==> config.mk <==
export PLATFORM = sky130hd
export DESIGN_NAME = ball_ctrl_flat
export DESIGN_NICKNAME = d
export VERILOG_FILES = /design/src/rtl/ball_pkg.sv /design/src/rtl/ball_ctrl_if.sv /design/src/rtl/ball_slot.sv /design/src/rtl/ball_ctrl.sv /design/src/flat_wrapper.sv
export SDC_FILE = /design/constraint.sdc
export NUM_CORES = 1
export LEC_CHECK = 0
export CELL_PAD_IN_SITES_DETAIL_PLACEMENT = 0
export CELL_PAD_IN_SITES_GLOBAL_PLACEMENT = 1
export CORE_MARGIN = 1.5
export CORE_UTILIZATION = 51
export DETAILED_ROUTE_END_ITERATION = 6
export DONT_BUFFER_PORTS = 1
export GPL_ROUTABILITY_DRIVEN = 0
export GPL_TIMING_DRIVEN = 0
export HOLD_SLACK_MARGIN = 0.12
export PLACE_DENSITY = 0.85
export SYNTH_ARGS = -nofsm -noshare
export SYNTH_HDL_FRONTEND = slang
export SYNTH_SLANG_ARGS = --single-unit
==> constraint.sdc <==
create_clock -name clock -period 6.11 [get_ports clock]
set_input_delay 0.611 -clock clock [delete_from_list [all_inputs] [get_ports clock]]
set_output_delay 0.611 -clock clock [all_outputs]
set_load 0.02 [all_outputs]
==> src/rtl/ball_pkg.sv <==
// Shared projectile constants: gun placement, play-field bounds, direction codes
// and the muzzle spawn position used by the ball manager and the display stage.
package ball_pkg;

   typedef enum logic [1:0] {
      DIR_RIGHT = 2'b00,
      DIR_UP    = 2'b01,
      DIR_LEFT  = 2'b10,
      DIR_DOWN  = 2'b11
   } dir_e;

   localparam int X_W = 8;
   localparam int Y_W = 7;

   localparam int GUN_X  = 80;
   localparam int GUN_Y  = 60;
   localparam int MUZZLE = 6;

   localparam int FIELD_X_MIN = 10;
   localparam int FIELD_X_MAX = 150;
   localparam int FIELD_Y_MIN = 10;
   localparam int FIELD_Y_MAX = 110;

   // (0,0) is outside the play area, so a parked slot is never drawn.
   localparam int PARK_X = 0;
   localparam int PARK_Y = 0;

   typedef struct packed {
      logic [X_W-1:0] x;
      logic [Y_W-1:0] y;
   } pos_t;

   function automatic pos_t spawn_pos(input dir_e dir);
      pos_t p;
      p.x = X_W'(GUN_X);
      p.y = Y_W'(GUN_Y);
      case (dir)
         DIR_RIGHT: p.x = X_W'(GUN_X + MUZZLE);
         DIR_UP:    p.y = Y_W'(GUN_Y - MUZZLE);
         DIR_LEFT:  p.x = X_W'(GUN_X - MUZZLE);
         default:   p.y = Y_W'(GUN_Y + MUZZLE);
      endcase
      return p;
   endfunction

endpackage

==> src/rtl/ball_ctrl_if.sv <==
// Game-side bus of the ball manager: play/fire controls and hit pulses in,
// packed ball positions, live mask and refused-fire pulse out.
interface ball_ctrl_if #(
   parameter int NUM_BALLS = 8
);
   logic                   game_active;
   logic                   fire;
   logic [1:0]             gun_dir;
   logic [NUM_BALLS-1:0]   hit_clear;
   logic [8*NUM_BALLS-1:0] ball_x_vector;
   logic [7*NUM_BALLS-1:0] ball_y_vector;
   logic [NUM_BALLS-1:0]   ball_valid;
   logic                   fire_drop;

   modport master (
      output game_active, fire, gun_dir, hit_clear,
      input  ball_x_vector, ball_y_vector, ball_valid, fire_drop
   );

   modport slave (
      input  game_active, fire, gun_dir, hit_clear,
      output ball_x_vector, ball_y_vector, ball_valid, fire_drop
   );
endinterface

==> src/rtl/ball_slot.sv <==
// One ball slot: holds live flag, direction and position; steps on tick and
// parks itself when the step would leave the play field.
module ball_slot
   import ball_pkg::*;
#(
   parameter int STEP = 1
) (
   input  logic           clock,
   input  logic           reset,
   input  logic           load,
   input  dir_e           load_dir,
   input  logic [X_W-1:0] load_x,
   input  logic [Y_W-1:0] load_y,
   input  logic           tick,
   input  logic           clear,
   output logic           valid,
   output logic [X_W-1:0] x,
   output logic [Y_W-1:0] y
);

   dir_e       dir;
   logic [8:0] next_x;
   logic [8:0] next_y;
   logic       off_field;

   // 9-bit arithmetic: a step below zero wraps to a large value and fails the max bound.
   always_comb begin
      // NOTE: every output gets a default first, so no path leaves a latch behind.
      next_x = {1'b0, x};
      next_y = {2'b00, y};
      case (dir)
         DIR_RIGHT: next_x = {1'b0, x} + 9'(STEP);
         DIR_UP:    next_y = {2'b00, y} - 9'(STEP);
         DIR_LEFT:  next_x = {1'b0, x} - 9'(STEP);
         default:   next_y = {2'b00, y} + 9'(STEP);
      endcase
      off_field = (next_x < 9'(FIELD_X_MIN)) || (next_x > 9'(FIELD_X_MAX)) ||
                  (next_y < 9'(FIELD_Y_MIN)) || (next_y > 9'(FIELD_Y_MAX));
   end

   // Priority: clear > load > tick move.
   always_ff @(posedge clock) begin
      // NOTE: state uses non-blocking assignments so every slot samples pre-edge values.
      if (reset || clear) begin
         valid <= 1'b0;
         dir   <= DIR_RIGHT;
         x     <= X_W'(PARK_X);
         y     <= Y_W'(PARK_Y);
      end else if (load) begin
         valid <= 1'b1;
         dir   <= load_dir;
         x     <= load_x;
         y     <= load_y;
      end else if (tick && valid) begin
         if (off_field) begin
            valid <= 1'b0;
            x     <= X_W'(PARK_X);
            y     <= Y_W'(PARK_Y);
         end else begin
            x <= next_x[X_W-1:0];
            y <= next_y[Y_W-1:0];
         end
      end
   end

endmodule

==> src/rtl/ball_ctrl.sv <==
// Projectile manager: game tick divider, fire edge detect, lowest-free-slot
// allocation and packing of the slot positions for the display stage.
module ball_ctrl
   import ball_pkg::*;
#(
   parameter int NUM_BALLS = 8,
   parameter int TICK_DIV  = 833333,
   parameter int STEP      = 1
) (
   input logic        clock,
   input logic        reset,
   ball_ctrl_if.slave bus
);

   localparam int CNT_W = (TICK_DIV > 1) ? $clog2(TICK_DIV) : 1;

   logic [CNT_W-1:0]       tick_cnt;
   logic                   tick;
   logic                   fire_q;
   logic                   fire_req;
   logic                   fire_drop_q;
   logic [NUM_BALLS-1:0]   valid;
   logic [NUM_BALLS-1:0]   free;
   logic [NUM_BALLS-1:0]   load_sel;
   logic [NUM_BALLS-1:0]   load;
   logic [NUM_BALLS-1:0]   clear;
   logic [X_W-1:0]         slot_x [NUM_BALLS];
   logic [Y_W-1:0]         slot_y [NUM_BALLS];
   logic [8*NUM_BALLS-1:0] x_vec;
   logic [7*NUM_BALLS-1:0] y_vec;
   pos_t                   spawn;

   assign tick = bus.game_active && (tick_cnt == CNT_W'(TICK_DIV - 1));

   always_ff @(posedge clock) begin
      if (reset || !bus.game_active) begin
         tick_cnt    <= '0;
         fire_q      <= 1'b0;
         fire_drop_q <= 1'b0;
      end else begin
         tick_cnt    <= tick ? '0 : tick_cnt + CNT_W'(1);
         fire_q      <= bus.fire;
         fire_drop_q <= fire_req && (&valid);
      end
   end

   assign fire_req = bus.game_active && bus.fire && !fire_q;

   // Lowest free slot, isolated with x & -x on the registered live mask.
   assign free     = ~valid;
   assign load_sel = free & (~free + NUM_BALLS'(1));
   assign load     = fire_req ? load_sel : '0;

   // A hit on a dead slot is ignored so it cannot cancel a same-cycle allocation.
   assign clear = {NUM_BALLS{!bus.game_active}} | (bus.hit_clear & valid);

   assign spawn = spawn_pos(dir_e'(bus.gun_dir));

   for (genvar i = 0; i < NUM_BALLS; i++) begin : g_slot
      ball_slot #(
         .STEP(STEP)
      ) u_slot (
         .clock   (clock),
         .reset   (reset),
         .load    (load[i]),
         .load_dir(dir_e'(bus.gun_dir)),
         .load_x  (spawn.x),
         .load_y  (spawn.y),
         .tick    (tick),
         .clear   (clear[i]),
         .valid   (valid[i]),
         .x       (slot_x[i]),
         .y       (slot_y[i])
      );
   end

   // Slot 0 occupies the most significant field of each bus.
   always_comb begin
      x_vec = '0;
      y_vec = '0;
      for (int i = 0; i < NUM_BALLS; i++) begin
         x_vec[X_W*(NUM_BALLS-i)-1 -: X_W] = slot_x[i];
         y_vec[Y_W*(NUM_BALLS-i)-1 -: Y_W] = slot_y[i];
      end
   end

   assign bus.ball_x_vector = x_vec;
   assign bus.ball_y_vector = y_vec;
   assign bus.ball_valid    = valid;
   assign bus.fire_drop     = fire_drop_q;

endmodule

==> src/flat_wrapper.sv <==
// flat-port wrapper written by rule: the top's interface ports become plain ports
module ball_ctrl_flat import ball_pkg::*;
#(
   parameter int NUM_BALLS = 8,
   parameter int TICK_DIV  = 833333,
   parameter int STEP      = 1
)
  (clock, reset, bus_game_active, bus_fire, bus_gun_dir, bus_hit_clear, bus_ball_x_vector, bus_ball_y_vector, bus_ball_valid, bus_fire_drop);
  ball_ctrl_if #(.NUM_BALLS(NUM_BALLS)) bus_i ();
  input logic clock;
  input logic reset;
  input wire logic [$bits(bus_i.game_active)-1:0] bus_game_active;
  input wire logic [$bits(bus_i.fire)-1:0] bus_fire;
  input wire logic [$bits(bus_i.gun_dir)-1:0] bus_gun_dir;
  input wire logic [$bits(bus_i.hit_clear)-1:0] bus_hit_clear;
  output wire logic [$bits(bus_i.ball_x_vector)-1:0] bus_ball_x_vector;
  output wire logic [$bits(bus_i.ball_y_vector)-1:0] bus_ball_y_vector;
  output wire logic [$bits(bus_i.ball_valid)-1:0] bus_ball_valid;
  output wire logic [$bits(bus_i.fire_drop)-1:0] bus_fire_drop;
  assign bus_i.game_active = bus_game_active;
  assign bus_i.fire = bus_fire;
  assign bus_i.gun_dir = bus_gun_dir;
  assign bus_i.hit_clear = bus_hit_clear;
  assign bus_ball_x_vector = bus_i.ball_x_vector;
  assign bus_ball_y_vector = bus_i.ball_y_vector;
  assign bus_ball_valid = bus_i.ball_valid;
  assign bus_fire_drop = bus_i.fire_drop;
  ball_ctrl #(.NUM_BALLS(NUM_BALLS), .TICK_DIV(TICK_DIV), .STEP(STEP)) u_core (.clock(clock), .reset(reset), .bus(bus_i));
endmodule
==> impl_metrics.ini <==
[run_status]
outcome = finished, violations left
violations = DRC

[clock_tree]
htreeDepth = 4
numCtsBuffers = 17
cts_resized = 0
clock_sinks = 166
cts_tree = yes
postCtsHoldBufs = 0
clock_tree.buffer_depth = 2
postCtsSetupBuffers = 0
root_buffer = clkbuf_16
clk_latency_ns = 0.44
clk_pin_slew_worst_paths_ns = 0.08

[yosys]
synthDistinctLibCells = 93
avgSynthCellArea_um2 = 7.23
ys_ff_latch = 166
syn_inst = 1804
synth_async_sr_flop_share_pct = 0
yosysTopAreaCellShare_pct = 25.5
synth_area_leaders = dfxtp_1 (25%), a21oi_1 (6.5%), nand2_1 (6.4%)
synth_warnings = 0
ys.flop_type = dfxtp_1
yosysSeqAreaShare_pct = 25.5
syn_nets = 1844
synth_area_um2 = 13000
yosysTopAreaCell = dfxtp_1
synth-edff-count = 0

[pwr]
p_int_mw = 1.65
p_seq_share_pct = 48.1
p_leak_nw = 4.71
clockPowerShare_pct = 47.8
p_sw_share_pct = 27.1
vdd_drop_max_uv = 122
switchingPower_mw = 0.615
p_comb_share_pct = 4.0
powerDensity_nw_per_um2 = 162

[sta]
drv_slew = 0
fin_tns_setup_ns = 0
fin_crit_ns = 4.04
slew_headroom_pct = 3.39
rsz0062_at_grt = no
fin_skew_ns = 0.0153
whs_ns = 0.241
worstMarginPinSlew_ns = 1.44
finalCritPeriodShare_pct = 66.1
setup_violations = 0
hold_viol_final = 0
max_freq_mhz = 248

[routing]
via_per_inst = 6.39
finalWirelength_mm = 41.9
vias = 13800
first_pass_iters = 7
drtIter0Drc = 1081
drc = 1
ant_nets = 0
drt-wirelength-per-cell_um = 19.3

[die]
die_y_um = 163
rows = 58
start_util_pct = 51.9
pin_count = 143
core_area_um2 = 25100
dieArea_um2 = 26500
die_w_um = 163

[final_layout]
layout_common_cells = nand2_1 (221), nor2_1 (179), a21oi_1 (170)
instances_no_fill = 2166
final_area_um2 = 14000
antennaDiodeCount = 0
drive_above_1_share_pct = 4.96
layout_commonest_cell = nand2_1
finalCoreUtilization_pct = 55.9
area_delta_synth_final_pct = 7.58
finalNetCount = 1863

[critical_path]
end_kind = flip-flop
setup.worst_path.start_class = flip-flop
required_ns = 6.45
max_stage_delay_ns = 0.53
critPathKind = flip-flop to flip-flop
cp_data_arrival_time_ns = 4.38
crit_fanout = 10
cp_top_family = simple AND/OR/NAND/NOR gates
crit_slowest_cell = dfxtp_1
crit_chain = clkbuf_1, xnor2_1, ha_1, or3b_1, o32a_1, xor2_1, a21oi_1, o41ai_1, o41ai_1, nor4_1, clkbuf_1, a221oi_1, nor3_1
path_buf_inv = 2

[min_path]
hp-class = input port to flip-flop

[global_routing]
first_global_vias = 12600
grt_pass1_wl_mm = 66.4
track_usage_pct = 31.0
antenna_found_initial = 0
grt_remaining_overflow = 0
grt_max_degree = 19

[placed_design]
placed_cells = 2134
portBuffers = 0
hpwl_mm = 30.5
dpl-instance-area_um2 = 13500

[run]
drv_cap = 0
Yosys cell counts (11+ instances only):
master and instances:
dfxtp_1 166, a21oi_1 170, nor3_1 56, nand3_1 59
xor2_1 41, a211oi_1 16, xnor2_1 70, nand4b_1 14
o211ai_1 16, nand2_1 221, nor4_1 29, and2_1 15
nand2b_1 43, nor4b_1 22, a221oi_1 12, and3_1 27
mux2i_1 13, a22oi_1 11, or4_1 24, nor2b_1 15
and4_1 13, or3_1 15, a31oi_1 39, inv_1 42
a21o_1 11, o21ai_0 68, nand4_1 23, o21ai_1 21
clkbuf_1 98, nor2_1 179, nor3b_1 22, ha_1 26
registers in the layout, indices dropped and copies added, names as in the netlist:
signal,cells
u_core.bus.fire_drop,1
u_core.fire_q,1
u_core.g_slot.u_slot.valid,8
u_core.g_slot.u_slot.y,56
u_core.g_slot.u_slot.dir,16
u_core.g_slot.u_slot.x,64
u_core.tick_cnt,20
per-stage QoR:
step / worst slack, ns / total power [mW]
after floorplan: 2.82 / 1.18
after global placement: 2.21 / 1.21
after detailed placement: 2.18 / 1.21
after CTS: 2.16 / 2.28
after global routing: 1.79 / 2.34
final: 2.07 / 2.27
power by group through the flow:
stage / clock network [mW] / registers, mW / logic (mW)
floorplan: 0 / 1.12 / 0.0594
global placement: 0 / 1.12 / 0.0882
detailed placement: 0 / 1.12 / 0.0889
CTS: 1.10 / 1.09 / 0.0895
global route: 1.15 / 1.09 / 0.0981
finish: 1.09 / 1.09 / 0.0912
per-layer routing:
metal / vias up / wire (um) / global-route usage (%) / part of all wire, %
met5: - / 0 / 0 / 0
met4: 0 / 1400 / 12.9 / 3.3
met3: 88 / 3160 / 5.50 / 7.5
met2: 535 / 19100 / 49.3 / 45
met1: 6573 / 18300 / 41.4 / 44
li1: 6650 / - / - / -
cell families after synthesis:
logic type / Yosys count / share of synthesized area (%)
xor gates and xnor gates: 112 / 7.58
AOI/OAI and AO/OA: 467 / 22.9
muxes: 25 / 2.05
buffers and inverters: 166 / 5.17
and+or+nand+nor: 842 / 34.3
adders and majority gates: 26 / 2.49
DFF: 166 / 25.5
area by class of cell:
class | instances | area (um2)
multi-input cells | 1472 | 9040
well taps | 330 | 413
flip-flops and latches | 166 | 3320
inverters | 42 | 158
fillers | 2483 | 11100
clock inverters | 15 | 150
clock buffers | 17 | 425
plain buffers | 124 | 517
worst paths after layout:
path / from / to / slack (ns) / cells past startpoint
worst min-delay path: reset / u_core.fire_q / 0.24 / 1
worst min register to register: u_core.tick_cnt[10] / u_core.tick_cnt[10] / 0.51 / 2
worst max-delay path: u_core.g_slot[1].u_slot.x[1] / u_core.g_slot[1].u_slot.y[2] / 2.07 / 13
worst max register to register: u_core.g_slot[1].u_slot.x[1] / u_core.g_slot[1].u_slot.y[2] / 2.07 / 13
(Power assumes the default switching activity.)
